### config.mk
export PLATFORM = sky130hd
export DESIGN_NAME = pwm_capture
export DESIGN_NICKNAME = d
export VERILOG_FILES = /design/src/rtl/pwm_pkg.sv /design/src/rtl/pwm_sync_edge.sv /design/src/rtl/pwm_capture.sv
export SDC_FILE = /design/constraint.sdc
export NUM_CORES = 1
export LEC_CHECK = 0
export BUFFER_PORTS_ARGS = -buffer_cell sky130_fd_sc_hd__buf_4
export CORE_ASPECT_RATIO = 1.75
export CORE_MARGIN = 1.5
export CORE_UTILIZATION = 40
export CTS_CLUSTER_DIAMETER = 30
export DETAILED_ROUTE_END_ITERATION = 7
export HOLD_SLACK_MARGIN = 0.02
export PLACE_DENSITY_LB_ADDON = 0.15
export SYNTH_ARGS = -nofsm -noshare
export SYNTH_HDL_FRONTEND = slang
export SYNTH_SLANG_ARGS = --single-unit
### constraint.sdc
create_clock -name Clk_In -period 2.4 [get_ports Clk_In]
set_input_delay 0.72 -clock Clk_In [delete_from_list [all_inputs] [get_ports Clk_In]]
set_output_delay 0.72 -clock Clk_In [all_outputs]
set_load 0.02 [all_outputs]
### src/rtl/pwm_pkg.sv
// Shared constants and FSM state encoding for the PWM generator/capture family.
package pwm_pkg;

    localparam int unsigned PWM_CNT_WIDTH   = 32;
    localparam int unsigned PWM_SYNC_STAGES = 2;

    typedef logic [1:0] pwm_state_t;

    localparam pwm_state_t ST_IDLE = 2'd0;
    localparam pwm_state_t ST_ARM  = 2'd1;
    localparam pwm_state_t ST_HIGH = 2'd2;
    localparam pwm_state_t ST_LOW  = 2'd3;

endpackage

### src/rtl/pwm_sync_edge.sv
// Synchronizes an asynchronous PWM line and flags rising/falling edges of the synchronized level.
module pwm_sync_edge
    import pwm_pkg::*;
#(
    parameter int unsigned SYNC_STAGES = PWM_SYNC_STAGES
) (
    input  logic Clk_In,
    input  logic Reset_n_In,
    input  logic PWM_Signal_In,
    output logic Sync_Out,
    output logic Rise_Out_c,
    output logic Fall_Out_c
);

    logic [SYNC_STAGES-1:0] sync_q;
    logic                   prev_q;

    // prev follows the synchronized level unconditionally so a line already high at enable is no edge
    always_ff @(posedge Clk_In or negedge Reset_n_In) begin
        if (!Reset_n_In) begin
            sync_q <= '0;
            prev_q <= 1'b0;
        end else begin
            sync_q <= {sync_q[SYNC_STAGES-2:0], PWM_Signal_In};
            prev_q <= sync_q[SYNC_STAGES-1];
        end
    end

    assign Sync_Out   = sync_q[SYNC_STAGES-1];
    assign Rise_Out_c = sync_q[SYNC_STAGES-1] & ~prev_q;
    assign Fall_Out_c = ~sync_q[SYNC_STAGES-1] & prev_q;

endmodule

### src/rtl/pwm_capture.sv
// Measures PWM period and high time rise-to-rise and publishes each period over valid/ready,
// flagging stuck lines and dropped measurements.
module pwm_capture
    import pwm_pkg::*;
#(
    parameter int unsigned CNT_WIDTH   = PWM_CNT_WIDTH,
    parameter int unsigned SYNC_STAGES = PWM_SYNC_STAGES
) (
    input  logic                 Clk_In,
    input  logic                 Reset_n_In,
    input  logic                 Capture_Enable_In,
    input  logic                 PWM_Signal_In,
    input  logic [CNT_WIDTH-1:0] Timeout_Cycles_In,
    input  logic                 Measure_Ready_In,
    output logic                 Measure_Valid_Out,
    output logic [CNT_WIDTH-1:0] Period_Cycles_Out,
    output logic [CNT_WIDTH-1:0] High_Cycles_Out,
    output logic                 Stuck_High_Out,
    output logic                 Stuck_Low_Out,
    output logic                 Overrun_Out
);

    logic sync;
    logic rise_c;
    logic fall_c;

    pwm_sync_edge #(
        .SYNC_STAGES (SYNC_STAGES)
    ) u_sync_edge (
        .Clk_In        (Clk_In),
        .Reset_n_In    (Reset_n_In),
        .PWM_Signal_In (PWM_Signal_In),
        .Sync_Out      (sync),
        .Rise_Out_c    (rise_c),
        .Fall_Out_c    (fall_c)
    );

    pwm_state_t           state_q, state_d;
    logic [CNT_WIDTH-1:0] cnt_q, cnt_d;
    logic [CNT_WIDTH-1:0] high_lat_q, high_lat_d;
    logic [CNT_WIDTH-1:0] period_q, period_d;
    logic [CNT_WIDTH-1:0] high_q, high_d;
    logic                 valid_q, valid_d;
    logic                 stuck_hi_q, stuck_hi_d;
    logic                 stuck_lo_q, stuck_lo_d;
    logic                 ovr_q, ovr_d;

    logic [CNT_WIDTH-1:0] cnt_inc;
    logic                 timeout_hit;
    logic                 publish;

    assign cnt_inc     = (cnt_q == '1) ? cnt_q : cnt_q + CNT_WIDTH'(1);
    assign timeout_hit = (Timeout_Cycles_In != '0) && (cnt_q == Timeout_Cycles_In);

    always_ff @(posedge Clk_In or negedge Reset_n_In) begin
        if (!Reset_n_In) begin
            state_q    <= ST_IDLE;
            cnt_q      <= '0;
            high_lat_q <= '0;
            period_q   <= '0;
            high_q     <= '0;
            valid_q    <= 1'b0;
            stuck_hi_q <= 1'b0;
            stuck_lo_q <= 1'b0;
            ovr_q      <= 1'b0;
        end else begin
            state_q    <= state_d;
            cnt_q      <= cnt_d;
            high_lat_q <= high_lat_d;
            period_q   <= period_d;
            high_q     <= high_d;
            valid_q    <= valid_d;
            stuck_hi_q <= stuck_hi_d;
            stuck_lo_q <= stuck_lo_d;
            ovr_q      <= ovr_d;
        end
    end

    always_comb begin
        state_d    = state_q;
        cnt_d      = cnt_q;
        high_lat_d = high_lat_q;
        period_d   = period_q;
        high_d     = high_q;
        valid_d    = valid_q;
        stuck_hi_d = stuck_hi_q;
        stuck_lo_d = stuck_lo_q;
        ovr_d      = ovr_q;
        publish    = 1'b0;

        if (!Capture_Enable_In) begin
            state_d    = ST_IDLE;
            cnt_d      = '0;
            high_lat_d = '0;
            period_d   = '0;
            high_d     = '0;
            valid_d    = 1'b0;
            stuck_hi_d = 1'b0;
            stuck_lo_d = 1'b0;
            ovr_d      = 1'b0;
        end else begin
            if (valid_q && Measure_Ready_In) begin
                valid_d = 1'b0;
            end
            if ((rise_c || fall_c) && (state_q != ST_IDLE)) begin
                stuck_hi_d = 1'b0;
                stuck_lo_d = 1'b0;
            end

            // Edges take priority over the timeout in the same cycle
            case (state_q)
                ST_IDLE: begin
                    state_d = ST_ARM;
                end
                ST_ARM: begin
                    cnt_d = cnt_inc;
                    if (rise_c) begin
                        cnt_d   = CNT_WIDTH'(1);
                        state_d = ST_HIGH;
                    end else if (timeout_hit) begin
                        stuck_hi_d = sync | stuck_hi_q;
                        stuck_lo_d = ~sync | stuck_lo_q;
                    end
                end
                ST_HIGH: begin
                    cnt_d = cnt_inc;
                    if (fall_c) begin
                        high_lat_d = cnt_q;
                        state_d    = ST_LOW;
                    end else if (timeout_hit) begin
                        stuck_hi_d = sync | stuck_hi_q;
                        stuck_lo_d = ~sync | stuck_lo_q;
                        cnt_d      = cnt_q;
                        state_d    = ST_ARM;
                    end
                end
                ST_LOW: begin
                    cnt_d = cnt_inc;
                    if (rise_c) begin
                        publish = 1'b1;
                        cnt_d   = CNT_WIDTH'(1);
                        state_d = ST_HIGH;
                    end else if (timeout_hit) begin
                        stuck_hi_d = sync | stuck_hi_q;
                        stuck_lo_d = ~sync | stuck_lo_q;
                        cnt_d      = cnt_q;
                        state_d    = ST_ARM;
                    end
                end
                default: begin
                    state_d = ST_IDLE;
                end
            endcase

            // A pending, unaccepted measurement is kept and the new one dropped
            if (publish) begin
                if (!valid_q || Measure_Ready_In) begin
                    period_d = cnt_q;
                    high_d   = high_lat_q;
                    valid_d  = 1'b1;
                end else begin
                    ovr_d = 1'b1;
                end
            end
        end
    end

    assign Measure_Valid_Out = valid_q;
    assign Period_Cycles_Out = period_q;
    assign High_Cycles_Out   = high_q;
    assign Stuck_High_Out    = stuck_hi_q;
    assign Stuck_Low_Out     = stuck_lo_q;
    assign Overrun_Out       = ovr_q;

endmodule

## After elaboration in Yosys (flattened, before gate mapping)

Cells that the tools add are included.

| operators by class | value |
|---|---|
| order comparisons | 0 |
| eq/ne operators | 12 |
| bitwise gates (word level) | 6 |
| multiplexer cells | 44 |
| add/sub/neg operators | 1 |
| reduce and logical (&&, ||, !) cells | 13 |
| $mul | 0 |
| shifts and indexed selects | 0 |
| divide/modulo/power cells | 0 |

Operators by type and width:

| kind | count |
|---|---|
| 32-bit 2-to-1 mux | 15 |
| 32-bit case mux with 3 select lines | 1 |
| 32-bit by 1-bit adder with 32-bit output, second input constant | 1 |
| 32-bit == test | 1 |
| 32-bit == test, second input constant | 1 |
| 32-bit nonzero test | 1 |
| 1-bit 2-to-1 mux | 20 |
| 2-bit 2-to-1 mux | 5 |
| 2-bit by 1-bit != test with 1-bit output, second input constant | 4 |
| 2-bit case mux with 4 select lines | 1 |
| 2-bit AND reduction | 3 |
| 2-bit == test, second input constant | 2 |
| 4-bit by 1-bit != test with 1-bit output, second input constant | 1 |
| 1-bit case mux with 2 select lines | 2 |
| 1-bit logical AND | 3 |
| 3-bit != test, second input constant | 1 |
| 1-bit AND | 2 |
| 2-bit by 1-bit == test with 1-bit output, second input constant | 1 |
| 2-bit logical NOT | 1 |
| 1-bit logical OR | 2 |
| 2-bit != test, second input constant | 1 |
| 1-bit NOT | 2 |
| 1-bit bitwise OR | 2 |
| 2-bit nonzero test | 1 |
| 2 further kinds | 2 |

| word-level totals | value |
|---|---|
| latch bits | 0 |
| memory bits (writable) | 0 |
| flip-flop bits (word level) | 137 |
| bits of input ports | 37 |
| output and inout bits | 68 |
| memories | 0 |
| word-level logic and storage cells | 87 |
| bits in read-only memories | 0 |

## Logic depth before layout (Yosys ltp)

| depth | value |
|---|---|
| depth in word-level cells | 9 |
| mapped depth | 11 |
| gate-level depth less buffers | 8 |

## Cells and area by module

From an unflattened synthesis, not the netlist that was laid out.

| unflattened totals | value |
|---|---|
| cells, all modules | 809 |
| area, all modules | 6934.2 um^2 |

Modules (own cells, without submodules):

| module | seq. area each (um^2) | area each (um^2) | times used | cells an instance |
|---|---|---|---|---|
| pwm_capture | 3353.2 | 6844.1 | 1 | 804 |
| pwm_sync_edge | 75.1 | 90.1 | 1 | 5 |

## Least setup slack after synthesis

OpenSTA, ideal clock, no wires.

| path | value |
|---|---|
| path kind | input port to flip-flop |
| start point | in Timeout_Cycles_In[25] |
| end point | reg cnt_q[2] |
| required time | 2.261 ns |
| cell stages on the path | 8 |
| setup time | 0.139 ns |
| path buffers | 1 |
| slack | 0.083 ns |
| arrival | 2.178 ns |
| path through | nor4_1 > nand4_1 > or2_4 > nand3_1 > o21ai_2 > buf_4 > o311ai_0 > o31ai_1 |

| between the ends | value |
|---|---|
| word-level cells in the longest chain between the ends | 6 |
| elaborated cells on any way between the ends | 8 |
| classes of those cells | 1 x eq/ne; 5 x mux; 2 x reduce/logical |

RTL lines:

| element | line | RTL |
|---|---|---|
| start, declared | pwm_capture.sv:13 | `input logic [CNT_WIDTH-1:0] Timeout_Cycles_In,` |
| 32-bit == test / 32-bit nonzero test (equally long branches) | pwm_capture.sv:53 | `assign timeout_hit = (Timeout_Cycles_In != '0) && (cnt_q == Timeout_Cycles_In);` |
| 1-bit logical AND * | pwm_capture.sv:53 |  |
| 32-bit 2-to-1 mux * | - |  |
| 32-bit 2-to-1 mux (on tied branches) | - |  |
| 32-bit case mux with 3 select lines * | - |  |
| 32-bit 2-to-1 mux * | - |  |
| end signal, assigned | pwm_capture.sv:68 | `cnt_q <= cnt_d;` |
| end, declared | pwm_capture.sv:39 | `logic [CNT_WIDTH-1:0] cnt_q, cnt_d;` |

Mark *: on every way between the ends. The rest lies on a longest branch, timed or not.
A chain may end at the register's enable or synchronous reset.

## Worst setup path after layout

| path | value |
|---|---|
| start point | reg cnt_q[0] |
| end point | reg cnt_q[31] |

| between the ends | value |
|---|---|
| word-level cells in the longest chain between the ends | 6 |
| elaborated cells on any way between the ends | 11 |
| classes of those cells | 1 x add/sub; 2 x eq/ne; 7 x mux; 1 x reduce/logical |

RTL lines:

| element | line | RTL |
|---|---|---|
| 32-bit by 1-bit adder with 32-bit output, or another cell as far along | pwm_capture.sv:52 | `assign cnt_inc = (cnt_q == '1) ? cnt_q : cnt_q + CNT_WIDTH'(1);` |
| 32-bit 2-to-1 mux / 1-bit logical AND (equally long branches) | pwm_capture.sv:52, pwm_capture.sv:53 |  |
| 32-bit 2-to-1 mux | pwm_capture.sv:130, pwm_capture.sv:143 |  |
| 32-bit 2-to-1 mux (on tied branches) | pwm_capture.sv:139, pwm_capture.sv:127 |  |
| 32-bit case mux with 3 select lines * | pwm_capture.sv:111 | `case (state_q)` |
| 32-bit 2-to-1 mux * | pwm_capture.sv:91 | `if (!Capture_Enable_In) begin` |

Marked as above.

==> flow_summary.yaml <==
timing:
  tightest_slew_ns: 0.473
  period_share: 0.982
  setup_viol: 0
  hold_viol: 0
  final.setup.worst_slack_ns: 0.0426
  tns_ns: 0
  fmax_ghz: 0.424
  layout_min_cycle_time_ns: 2.36
  grt_setup_unrepaired: "true"
  relSlewSlack: 0.685
  fin_skew_ns: 0.00706
  final_max_slew_viol_count: 0
synth:
  synthFlopType: "dfrtp_1"
  synth_area_leaders: "dfrtp_1 (49%), nand2_1 (12%), a21oi_1 (7.8%), xnor2_1 (3.5%), nand4_1 (2.1%)"
  postSynthCellCount: 779
  ys_seq_area_frac: 0.492
  ys_warn_count: 0
  synth_nets: 819
  synth_cell_types: 62
  synth_edf_count: 0
  yosysTopAreaCell: "dfrtp_1"
  synth-async-reset-ratio: 1.00
  synth_top_area_share: 0.492
  synth_seq_cells: 137
  avgSynthCellArea_um2: 8.94
  syn_area_um2: 6960
placed_design:
  gp_congestion: 0.959
  dp_cells: 1131
  place_ws_ns: -0.498
  dp_hpwl_um: 16500
  io_buffers: 104
pwr:
  ir_drop_v: 0.000397
  total_power_mw: 5.43
  power_density_nw_per_um2: 595
  power_leakage_nw: 4.02
cts:
  cts_buffer_depth: 2
  cts_tree: "built"
  clk_latency_ns: 0.43
  hold_buffers: 0
  numCtsBuffers: 17
  htree_levels: 4
  cts_root_buf: "clkbuf_16"
  clkTransAtPathRegs_ns: 0.06
  clock-sinks: 137
cells_and_area:
  drive_gt1_frac: 0.289
  mostFrequentLayoutCells: "nand2_1 (227), buf_4 (194), dfrtp_1 (131)"
  final_common_cell: "nand2_1"
  fillers: 1644
  stdcell_count: 1169
  areaGrowthSynthToFinish_pct: 30.9
  nets: 969
  n_antenna_cell: 0
routing:
  firstDrtPassIters: 4
  drt-vias-per-instance: 5.26
  wire_per_inst_um: 19.0
  vias: 6148
  wl_um: 22200
  drc: 0
  dr.first_iter.drc_count: 392
  ant_nets: 0
setup_path:
  critical_path.top_delay_family: "simple AND/OR/NAND/NOR gates"
  required_ns: 2.70
  crit_slowest_cell: "dfrtp_2"
  arrival_ns: 2.66
  r2r-start: "cnt_q[0]$_DFFE_PN0P_"
  cp_cell_sequence: "ha_4 > nand4_4 > or3_4 > or4_1 > and3_4 > nand4_1 > or4_1 > nand3_1"
  critPathBufInv: 0
  path_class: "flop to flop"
  startpoint: "cnt_q[0]$_DFFE_PN0P_"
  crit_path_end_kind: "flop"
  critical_path.max_stage_delay_ns: 0.49
  crit_end: "cnt_q[31]$_DFFE_PN0P_"
  worst-path-max-fanout: 5
  cpMostUsedCell: "or4_1"
  startpoint_type: "flop"
  worst_r2r_path_depth: 8
  r2r_setup_slack_ns: 0.04
  reg2reg_to: "cnt_q[31]$_DFFE_PN0P_"
  worst-path-stages: 8
grt:
  grt_pass1_wl_um: 34400
  grt_start_max_net_pins: 104
  first_global_vias: 6133
  antenna_found_initial: 0
  grt_overflow: 0
  grt_util_all_layers: 0.254
floorplanning:
  die_w_um: 103
  fp-row-count: 63
  initial_core_util: 0.409
  dieArea_um2: 18200
  die_h_um: 178
  core_area_um2: 17000
  io-pin-count: 105
run_status:
  outcome: "finished clean"
flow_run:
  max_cap_violations: 0
worst_hold_path:
  hold_class: "primary input to asynchronous set/reset pin"
-- layout make-up --
type                            instances  area [µm²]  area share
Multi-Input combinational cell        560        3190       0.349
Timing Repair Buffer                  200        1560       0.171
Clock inverter                         13         171      0.0188
Tap cell                              227         284      0.0312
Inverter                               13        48.8     0.00535
Clock buffer                           19         433      0.0475
Sequential cell                       137        3440       0.377
-- routing by layer --
metal / track usage / part of all wire / vias up
met5: 0 / 0 / -
met4: 0.110 / 0.036 / 0
met3: 0.0429 / 0.040 / 40
met2: 0.431 / 0.52 / 162
met1: 0.313 / 0.41 / 2978
li1: - / - / 2968
-- Yosys cell counts, types with 3 or more instances --
master    number
and4_1         4
o21ai_0       11
nor4_1         8
o211ai_1      12
nor2_1        15
and2_1         4
nor3_1         8
nand3_1       18
o21a_1         3
o311ai_0       3
nand4_1       23
nor4_4         3
o311a_1        3
buf_2         17
o31ai_1        5
ha_1           3
xnor2_2        4
xnor2_1       28
o21ai_1        5
dfrtp_1      137
a31oi_1        4
nand4_4        3
or3_1          7
nand2_1      227
and3_1         3
inv_1         13
clkbuf_1      30
buf_4          7
buf_6          8
a21o_1         4
a21oi_1      108
buf_1          5
or4_1          8
-- kinds of logic (layout without fill, tap and decap cells) --
| group | after synthesis | in the layout | share of synthesized area |
|---|---|---|---|
| fa+ha+maj | 3 | 3 | 0.00539 |
| compound gates | 171 | 171 | 0.143 |
| flops | 137 | 137 | 0.492 |
| buf+inv | 82 | 245 | 0.0625 |
| simple gates | 351 | 351 | 0.248 |
| xor+xnor | 34 | 34 | 0.0471 |
| mux | 1 | 1 | 0.00162 |
-- per-stage QoR --
stage          utilization  hold slack [ns]  area [µm²]
3_3_place_gp         0.492            0.339        8380
5_1_grt              0.535            0.208        9120
3_5_place_dp         0.492            0.348        8380
4_1_cts              0.530            0.193        9030
2_1_floorplan            -            0.331        6960
6_report             0.535            0.189        9120
-- worst register-to-register path, delay by kind of cell, from the launching register on --
family	cells	cell delay, ns
simple gates	7	1.56
fa+ha+maj	1	0.19
flops	1	0.49
-- power by group --
part | internal (mW) | leakage, nW | switching, mW | total, mW
logic | 0.151 | 1.84 | 0.236 | 0.387
clock network | 1.64 | 0.282 | 1.06 | 2.70
registers | 2.32 | 1.89 | 0.0184 | 2.34
total | 4.12 | 4.02 | 1.31 | 5.43
-- worst min-delay path by stage --
| stage | endpoint | startpoint | cells past startpoint | slack (ns) |
|---|---|---|---|---|
| after detailed placement | u_sync_edge.sync_q[1]$_DFF_PN0_ | u_sync_edge.sync_q[0]$_DFF_PN0_ | 0 | 0.35 |
| after floorplan | u_sync_edge.sync_q[1]$_DFF_PN0_ | u_sync_edge.sync_q[0]$_DFF_PN0_ | 0 | 0.33 |
| after global placement | u_sync_edge.sync_q[1]$_DFF_PN0_ | u_sync_edge.sync_q[0]$_DFF_PN0_ | 0 | 0.34 |
| after CTS | Period_Cycles_Out[5]$_DFFE_PN0P_ | Reset_n_In | 1 | 0.19 |
| final | Period_Cycles_Out[4]$_DFFE_PN0P_ | Reset_n_In | 1 | 0.19 |
| after global routing | Period_Cycles_Out[4]$_DFFE_PN0P_ | Reset_n_In | 1 | 0.21 |
-- sequential cells by signal (all words and copies together), names as in the netlist --
name	cells
u_sync_edge.sync_q	2
Overrun_Out	1
Stuck_High_Out	1
Period_Cycles_Out	32
Stuck_Low_Out	1
Measure_Valid_Out	1
high_lat_q	32
cnt_q	32
High_Cycles_Out	32
u_sync_edge.prev_q	1
state_q	2
-- what timing repair did --
item,CTS,global route
cloned,0,0
gates resized for setup,7,13
pin swaps,0,10
buffers inserted,0,6
endpoints found under the setup margin,20,22
(Power assumes the default switching activity.)
